[src/rtl/enc_2nrm_pkg.sv]
// Shared definitions for the 2NRM encoder arbiter slice.
//   - Moduli of the residue number system used by encoder_2nrm.
//   - Bit positions of each residue inside the packed 64-bit word.
//   - Arbiter FSM state encoding and the packed residue word type.
package enc_2nrm_pkg;

    localparam int MOD_257 = 257;
    localparam int MOD_256 = 256;
    localparam int MOD_61  = 61;
    localparam int MOD_59  = 59;
    localparam int MOD_55  = 55;
    localparam int MOD_53  = 53;

    // Packed residue word layout; [63:55] and [13:0] are always zero.
    localparam int R257_MSB = 54;
    localparam int R257_LSB = 46;
    localparam int R256_MSB = 45;
    localparam int R256_LSB = 38;
    localparam int R61_MSB  = 37;
    localparam int R61_LSB  = 32;
    localparam int R59_MSB  = 31;
    localparam int R59_LSB  = 26;
    localparam int R55_MSB  = 25;
    localparam int R55_LSB  = 20;
    localparam int R53_MSB  = 19;
    localparam int R53_LSB  = 14;

    // Timeout counter width; TIMEOUT is limited to 1..15.
    localparam int TO_CNT_W = 4;

    typedef logic [63:0] residues_t;

    typedef enum logic [1:0] {
        ST_IDLE  = 2'd0,
        ST_ISSUE = 2'd1,
        ST_WAIT  = 2'd2,
        ST_RESP  = 2'd3
    } state_e;

endpackage

[src/rtl/enc_2nrm_arbiter_rr_arbiter.sv]
// Combinational round-robin search.
//   req_i   : request vector
//   ptr_i   : index where the search starts (wraps upward)
//   en_i    : when low no grant is produced
//   gnt_o   : one-hot grant
//   idx_o   : encoded index of the grant (0 when none)
//   valid_o : a grant was produced
// The pointer register is owned by the parent.
module rr_arbiter #(
    parameter int N = 4
) (
    input  logic [N-1:0]         req_i,
    input  logic [$clog2(N)-1:0] ptr_i,
    input  logic                 en_i,
    output logic [N-1:0]         gnt_o,
    output logic [$clog2(N)-1:0] idx_o,
    output logic                 valid_o
);

    localparam int W = $clog2(N);

    int unsigned cand;

    // NOTE: every output gets a default before the search so no path
    // leaves a value unassigned, which would otherwise infer a latch.
    always_comb begin
        gnt_o   = '0;
        idx_o   = '0;
        valid_o = 1'b0;
        cand    = 0;
        for (int k = 0; k < N; k++) begin
            cand = int'(ptr_i) + k;
            if (cand >= N) begin
                cand = cand - N;
            end
            if (en_i && !valid_o && req_i[cand]) begin
                gnt_o[cand] = 1'b1;
                idx_o       = W'(cand);
                valid_o     = 1'b1;
            end
        end
    end

endmodule

[src/rtl/enc_2nrm_arbiter.sv]
// Round-robin scheduler sharing one encoder_2nrm among N_REQ requesters.
//   clk, rst_n        : clock, asynchronous active-low reset
//   req_valid_i/_data : per-requester 16-bit word offers (word i at [16i+15:16i])
//   req_ready_o       : one-hot accept, only while idle
//   enc_start_o       : one-cycle start pulse to the encoder
//   enc_data_in_o     : latched word, stable from ISSUE through WAIT
//   enc_residues_i    : packed residues from the encoder
//   enc_done_i        : encoder completion pulse (only honoured in WAIT)
//   rsp_*             : response port (valid/ready) with requester id and error
//   busy_o            : FSM not idle
module enc_2nrm_arbiter
    import enc_2nrm_pkg::*;
#(
    parameter int N_REQ   = 4,
    parameter int TIMEOUT = 4
) (
    input  logic                     clk,
    input  logic                     rst_n,
    input  logic [N_REQ-1:0]         req_valid_i,
    input  logic [16*N_REQ-1:0]      req_data_i,
    output logic [N_REQ-1:0]         req_ready_o,
    output logic                     enc_start_o,
    output logic [15:0]              enc_data_in_o,
    input  logic [63:0]              enc_residues_i,
    input  logic                     enc_done_i,
    output logic                     rsp_valid_o,
    input  logic                     rsp_ready_i,
    output logic [$clog2(N_REQ)-1:0] rsp_id_o,
    output logic [63:0]              rsp_residues_o,
    output logic                     rsp_err_o,
    output logic                     busy_o
);

    localparam int ID_W = $clog2(N_REQ);

    state_e              state_q, state_d;
    logic [ID_W-1:0]     rr_ptr_q, rr_ptr_d;
    logic [ID_W-1:0]     id_q, id_d;
    logic [15:0]         data_q, data_d;
    logic [TO_CNT_W-1:0] cnt_q, cnt_d;
    residues_t           res_q, res_d;
    logic                err_q, err_d;

    logic [N_REQ-1:0]    gnt;
    logic [ID_W-1:0]     gnt_idx;
    logic                gnt_valid;
    logic                arb_en;

    // rst_n is folded into the enable so req_ready stays low while reset is
    // held, even though the state register already reads IDLE.
    assign arb_en = (state_q == ST_IDLE) && rst_n;

    rr_arbiter #(.N(N_REQ)) u_rr (
        .req_i   (req_valid_i),
        .ptr_i   (rr_ptr_q),
        .en_i    (arb_en),
        .gnt_o   (gnt),
        .idx_o   (gnt_idx),
        .valid_o (gnt_valid)
    );

    always_comb begin
        state_d  = state_q;
        rr_ptr_d = rr_ptr_q;
        id_d     = id_q;
        data_d   = data_q;
        cnt_d    = cnt_q;
        res_d    = res_q;
        err_d    = err_q;
        unique case (state_q)
            ST_IDLE: begin
                if (gnt_valid) begin
                    id_d     = gnt_idx;
                    data_d   = req_data_i[16*gnt_idx +: 16];
                    rr_ptr_d = (int'(gnt_idx) == N_REQ - 1) ? '0 : gnt_idx + 1'b1;
                    state_d  = ST_ISSUE;
                end
            end
            ST_ISSUE: begin
                cnt_d   = '0;
                state_d = ST_WAIT;
            end
            ST_WAIT: begin
                // done is checked first so it wins over a simultaneous expiry.
                if (enc_done_i) begin
                    res_d   = enc_residues_i;
                    err_d   = 1'b0;
                    state_d = ST_RESP;
                end else if (cnt_q == TO_CNT_W'(TIMEOUT - 1)) begin
                    res_d   = '0;
                    err_d   = 1'b1;
                    state_d = ST_RESP;
                end else begin
                    cnt_d = cnt_q + 1'b1;
                end
            end
            ST_RESP: begin
                if (rsp_ready_i) begin
                    state_d = ST_IDLE;
                end
            end
            default: state_d = ST_IDLE;
        endcase
    end

    // NOTE: state registers use non-blocking assignments so every flop
    // samples the pre-edge values regardless of evaluation order.
    always_ff @(posedge clk or negedge rst_n) begin
        if (!rst_n) begin
            state_q  <= ST_IDLE;
            rr_ptr_q <= '0;
            id_q     <= '0;
            data_q   <= '0;
            cnt_q    <= '0;
            res_q    <= '0;
            err_q    <= 1'b0;
        end else begin
            state_q  <= state_d;
            rr_ptr_q <= rr_ptr_d;
            id_q     <= id_d;
            data_q   <= data_d;
            cnt_q    <= cnt_d;
            res_q    <= res_d;
            err_q    <= err_d;
        end
    end

    assign req_ready_o    = gnt;
    assign enc_start_o    = (state_q == ST_ISSUE);
    assign enc_data_in_o  = data_q;
    assign rsp_valid_o    = (state_q == ST_RESP);
    assign rsp_id_o       = id_q;
    assign rsp_residues_o = res_q;
    assign rsp_err_o      = err_q;
    assign busy_o         = (state_q != ST_IDLE);

endmodule

[config.mk]
export PLATFORM = sky130hd
export DESIGN_NAME = enc_2nrm_arbiter
export DESIGN_NICKNAME = d
export VERILOG_FILES = /design/src/rtl/enc_2nrm_pkg.sv /design/src/rtl/enc_2nrm_arbiter_rr_arbiter.sv /design/src/rtl/enc_2nrm_arbiter.sv
export SDC_FILE = /design/constraint.sdc
export NUM_CORES = 1
export LEC_CHECK = 0
export ABC_AREA = 1
export CORE_UTILIZATION = 40
export CTS_CLUSTER_DIAMETER = 80
export CTS_CLUSTER_SIZE = 40
export DETAILED_ROUTE_END_ITERATION = 12
export PLACE_DENSITY_LB_ADDON = 0.05
export SLEW_MARGIN = 25
export SYNTH_ARGS = -nofsm -noshare
export SYNTH_HDL_FRONTEND = slang
export SYNTH_SLANG_ARGS = --single-unit
[constraint.sdc]
create_clock -name clk -period 3.1 [get_ports clk]
set_input_delay 0.31 -clock clk [delete_from_list [all_inputs] [get_ports clk]]
set_output_delay 0.31 -clock clk [all_outputs]
set_load 0.05 [all_outputs]
==> impl_metrics.sql <==
INSERT INTO impl_metrics (metric_group, metric, value, unit) VALUES
('cells_and_area', 'final-seq-area', '2280', 'sq um'),
('die', 'initial_core_util', '40.9', '%'),
('place', 'place.port_buffers', '225', ''),
('clock_tree', 'cts_tree', 'yes', ''),
('setup_path', 'crit_path_max_incr_delay', '580', 'ps'),
('route', 'drt_pass1_iterations', '5', ''),
('global_routing', 'first_global_vias', '4295', ''),
('die', 'floorplan.io_pins', '226', ''),
('place', 'final_estimated_routing_congestion_in_global_placement', '0.945', ''),
('power_and_ir_drop', 'irDropWorstVdd', '0.000596', 'V'),
('cells_and_area', 'post_route_cells_drive_above_1_share', '6.74', '%'),
('min_path', 'worstHoldPathType', 'in -> async', ''),
('cells_and_area', 'post-route-util', '64.6', '%'),
('route', 'drt_wl_total', '13.5', 'mm'),
('setup_path', 'timing.critical_path.arrival', '2570', 'ps'),
('clock_tree', 'clock_tree.htree_level_count', '3', ''),
('setup_path', 'regToRegEndpoint', 'enc_data_in_o[0]$_DFFE_PN0P_', ''),
('power_and_ir_drop', 'pwr_density_cell', '1220', 'nW/um^2'),
('cells_and_area', 'n_antenna_cell', '0', ''),
('die', 'dieWidth', '107', 'um'),
('yosys', 'synth_nets', '612', ''),
('power_and_ir_drop', 'power.leakage', '3.23', 'nW'),
('die', 'vertical_die_dimension', '107', 'um'),
('yosys', 'post_synthesis_sequential_area_ratio', '51.4', '%'),
('status', 'run_status', 'complete, no violations', ''),
('route', 'drt_iter0_markers', '327', ''),
('cells_and_area', 'area_delta_synth_final', '57.8', '%'),
('clock_tree', 'cts_root_buffer', 'sky130_fd_sc_hd__clkbuf_8', ''),
('setup_path', 'timing.setup.critical_path_class', 'reg -> out', ''),
('route', 'remaining_drc_errors', '0', ''),
('route', 'detail_route_antenna_nets', '0', ''),
('route', 'avgRoutedWirePerCell', '16.4', 'um'),
('yosys', 'post_synth.cell_area_avg', '9.60', 'sq um'),
('yosys', 'synthesis.instances', '462', ''),
('die', 'placement_rows', '38', ''),
('sta', 'grt_setup_unrepaired', 'false', ''),
('setup_path', 'cp.required', '2790', 'ps'),
('clock_tree', 'cts.clk_slew.worst_paths', '90', 'ps'),
('cells_and_area', 'multi_input_comb_area', '1920', 'sq um'),
('sta', 'tns', '0', 'ps'),
('global_routing', 'grt_max_degree', '81', ''),
('route', 'detail_route.vias_per_cell', '5.23', ''),
('place', 'dp_hpwl', '9.59', 'mm'),
('sta', 'worstMarginPinSlew', '711', 'ps'),
('clock_tree', 'clock-sinks', '91', ''),
('yosys', 'yosysWarnings', '0', ''),
('flow_run', 'maxCapViolCount', '0', ''),
('setup_path', 'cp_cell_sequence', 'inv_2 -> ha_1 -> inv_1 -> nand3_2 -> nand2_1 -> nand4_1 -> o22ai_1 -> a21oi_1 -> o21ai_0 -> buf_4', ''),
('place', 'cell_area_placed', '6780', 'sq um'),
('sta', 'share_of_the_clock_period_used_by_the_worst_path_after_layout', '93.0', '%'),
('setup_path', 'cp_max_fo', '10', ''),
('sta', 'timing.fmax', '347', 'MHz'),
('sta', 'finalCriticalPeriod', '2880', 'ps'),
('die', 'die_area', '11500', 'sq um'),
('cells_and_area', 'n_fill_cell', '913', ''),
('clock_tree', 'post-cts-setup-buffer-count', '0', ''),
('setup_path', 'rr_worst_depth', '12', ''),
('cells_and_area', 'design.final.nets', '828', ''),
('yosys', 'mappedNetlistArea', '4430', 'sq um'),
('die', 'floorplan.core_area', '10800', 'sq um'),
('sta', 'worst_case_headroom_to_the_max_slew_limit', '52.6', '%'),
('sta', 'setup_viol', '0', ''),
('global_routing', 'grt-ovfl-total', '0', ''),
('cells_and_area', 'post_layout_nonfiller_instances', '822', ''),
('clock_tree', 'tritoncts.num_buffers', '9', ''),
('yosys', 'netlist-cell-type-count', '31', ''),
('setup_path', 'worst_r2r_startpoint', 'rr_ptr_q[0]$_DFFE_PN0P_', ''),
('global_routing', 'grt_first_pass_wirelength', '21.2', 'mm'),
('sta', 'final-max-slew-violation-count', '0', ''),
('setup_path', 'critical_path.slowest_cell', 'sky130_fd_sc_hd__dfrtp_1', ''),
('setup_path', 'r2r_setup_slk', '400', 'ps');
==> cells by family (layout without fill, tap and decap cells) <==
family          Yosys count  in the layout  share of synthesized area [%]
simple gates            218            218                           23.6
flops                    91             91                           51.4
compound gates           83             83                           15.4
buf+inv                  55            275                           5.56
fa+ha+maj                14             14                           3.95
xor+xnor                  1              1                          0.198
==> worst max path at each step <==
stage / endpoint / slack [ps] / depth (start not counted)
floorplan: req_ready_o[3] / 190 / 7
global placement: enc_data_in_o[13]$_DFFE_PN0P_ / 440 / 13
detailed placement: enc_data_in_o[0]$_DFFE_PN0P_ / 320 / 12
CTS: req_ready_o[3] / 200 / 10
global route: req_ready_o[3] / 50 / 10
finish: req_ready_o[3] / 220 / 10
==> placed cells by master, fill, tap and decap left out, types with 6 or more instances in the layout <==
cell,instances
sky130_fd_sc_hd__ha_1,14
sky130_fd_sc_hd__a22o_1,64
sky130_fd_sc_hd__dfrtp_1,90
sky130_fd_sc_hd__inv_1,21
sky130_fd_sc_hd__nand3_1,90
sky130_fd_sc_hd__nand3_2,7
sky130_fd_sc_hd__o21ai_0,6
sky130_fd_sc_hd__nor2_1,6
sky130_fd_sc_hd__clkdlybuf4s50_1,220
sky130_fd_sc_hd__nand2_1,100
sky130_fd_sc_hd__clkbuf_8,11
sky130_fd_sc_hd__buf_4,8
==> synthesized netlist by cell type <==
cell type | count | area share [%]
sky130_fd_sc_hd__ha_1 | 14 | 4.0
sky130_fd_sc_hd__buf_1 | 5 | 0.42
sky130_fd_sc_hd__dfrtp_1 | 91 | 51
sky130_fd_sc_hd__nand3b_1 | 1 | 0.17
sky130_fd_sc_hd__nor3b_1 | 1 | 0.17
sky130_fd_sc_hd__o22ai_1 | 1 | 0.14
sky130_fd_sc_hd__buf_2 | 9 | 1.0
sky130_fd_sc_hd__nor2_1 | 6 | 0.51
sky130_fd_sc_hd__a22o_1 | 64 | 13
sky130_fd_sc_hd__nand2_2 | 4 | 0.56
sky130_fd_sc_hd__nand4_1 | 3 | 0.42
sky130_fd_sc_hd__o21ai_0 | 6 | 0.68
sky130_fd_sc_hd__nand3_2 | 7 | 1.6
sky130_fd_sc_hd__a22oi_1 | 4 | 0.68
sky130_fd_sc_hd__clkinv_1 | 2 | 0.17
sky130_fd_sc_hd__inv_4 | 1 | 0.14
sky130_fd_sc_hd__clkbuf_1 | 8 | 0.68
sky130_fd_sc_hd__nand3_4 | 1 | 0.40
sky130_fd_sc_hd__nand2_4 | 3 | 0.76
sky130_fd_sc_hd__buf_6 | 2 | 0.51
sky130_fd_sc_hd__xor2_1 | 1 | 0.20
sky130_fd_sc_hd__nor3_1 | 1 | 0.11
sky130_fd_sc_hd__nand3_1 | 90 | 10
sky130_fd_sc_hd__buf_4 | 3 | 0.51
sky130_fd_sc_hd__inv_1 | 22 | 1.9
sky130_fd_sc_hd__nor2_4 | 1 | 0.25
sky130_fd_sc_hd__nand2_1 | 100 | 8.5
sky130_fd_sc_hd__o21ai_1 | 1 | 0.11
sky130_fd_sc_hd__o221ai_1 | 4 | 0.79
sky130_fd_sc_hd__inv_2 | 3 | 0.25
sky130_fd_sc_hd__a21oi_1 | 3 | 0.34
==> worst max-delay path, delay by kind of cell (launching register included) <==
| family | cells | cell delay [ps] |
|---|---|---|
| buf+inv | 3 | 520 |
| flops | 1 | 580 |
| fa+ha+maj | 1 | 390 |
| compound gates | 3 | 310 |
| simple gates | 3 | 420 |
==> timing repair <==
action,CTS,global route
gates resized for setup,0,2
hold endpoints to repair,11,0
setup endpoints to repair,0,14
hold buffers,1,0
==> area by class of cell <==
| type | count | area share [%] |
|---|---|---|
| inverters | 28 | 1.54 |
| flip-flops and latches | 91 | 32.6 |
| multi-input cells | 316 | 27.4 |
| repair buffers | 232 | 33.2 |
| clock buffers | 13 | 2.27 |
| clock inverters | 2 | 0.501 |
| well taps | 140 | 2.50 |
==> metrics by stage <==
stage	power [mW]	setup slack, ps	hold WS [ps]
after floorplan	5.98	195	14.4
after global placement	7.65	435	168
after CTS	8.57	200	300
after detailed placement	7.73	321	167
final	8.54	216	360
after global routing	9.10	48.8	356
==> routing by layer <==
metal | GRT usage (%) | share of wire [%] | vias to the layer above
met3 | 5.99 | 9.4 | 21
met5 | 0 | 0 | -
met4 | 9.39 | 2.1 | 0
li1 | - | - | 2042
met2 | 38.8 | 47 | 216
met1 | 29.7 | 42 | 2016
==> state kept, by name, summed over array words and instances (netlist names) <==
name,cells
rsp_residues_o,64
enc_data_in_o,16
cnt_q,4
rr_ptr_q,2
rsp_id_o,2
state_q,2
rsp_err_o,1
==> where the power goes <==
part,switching [mW],internal (mW)
registers,0.358,1.74
clock network,0.390,0.412
logic,3.71,1.92
Note: power is estimated with default switching activity, not from simulation.
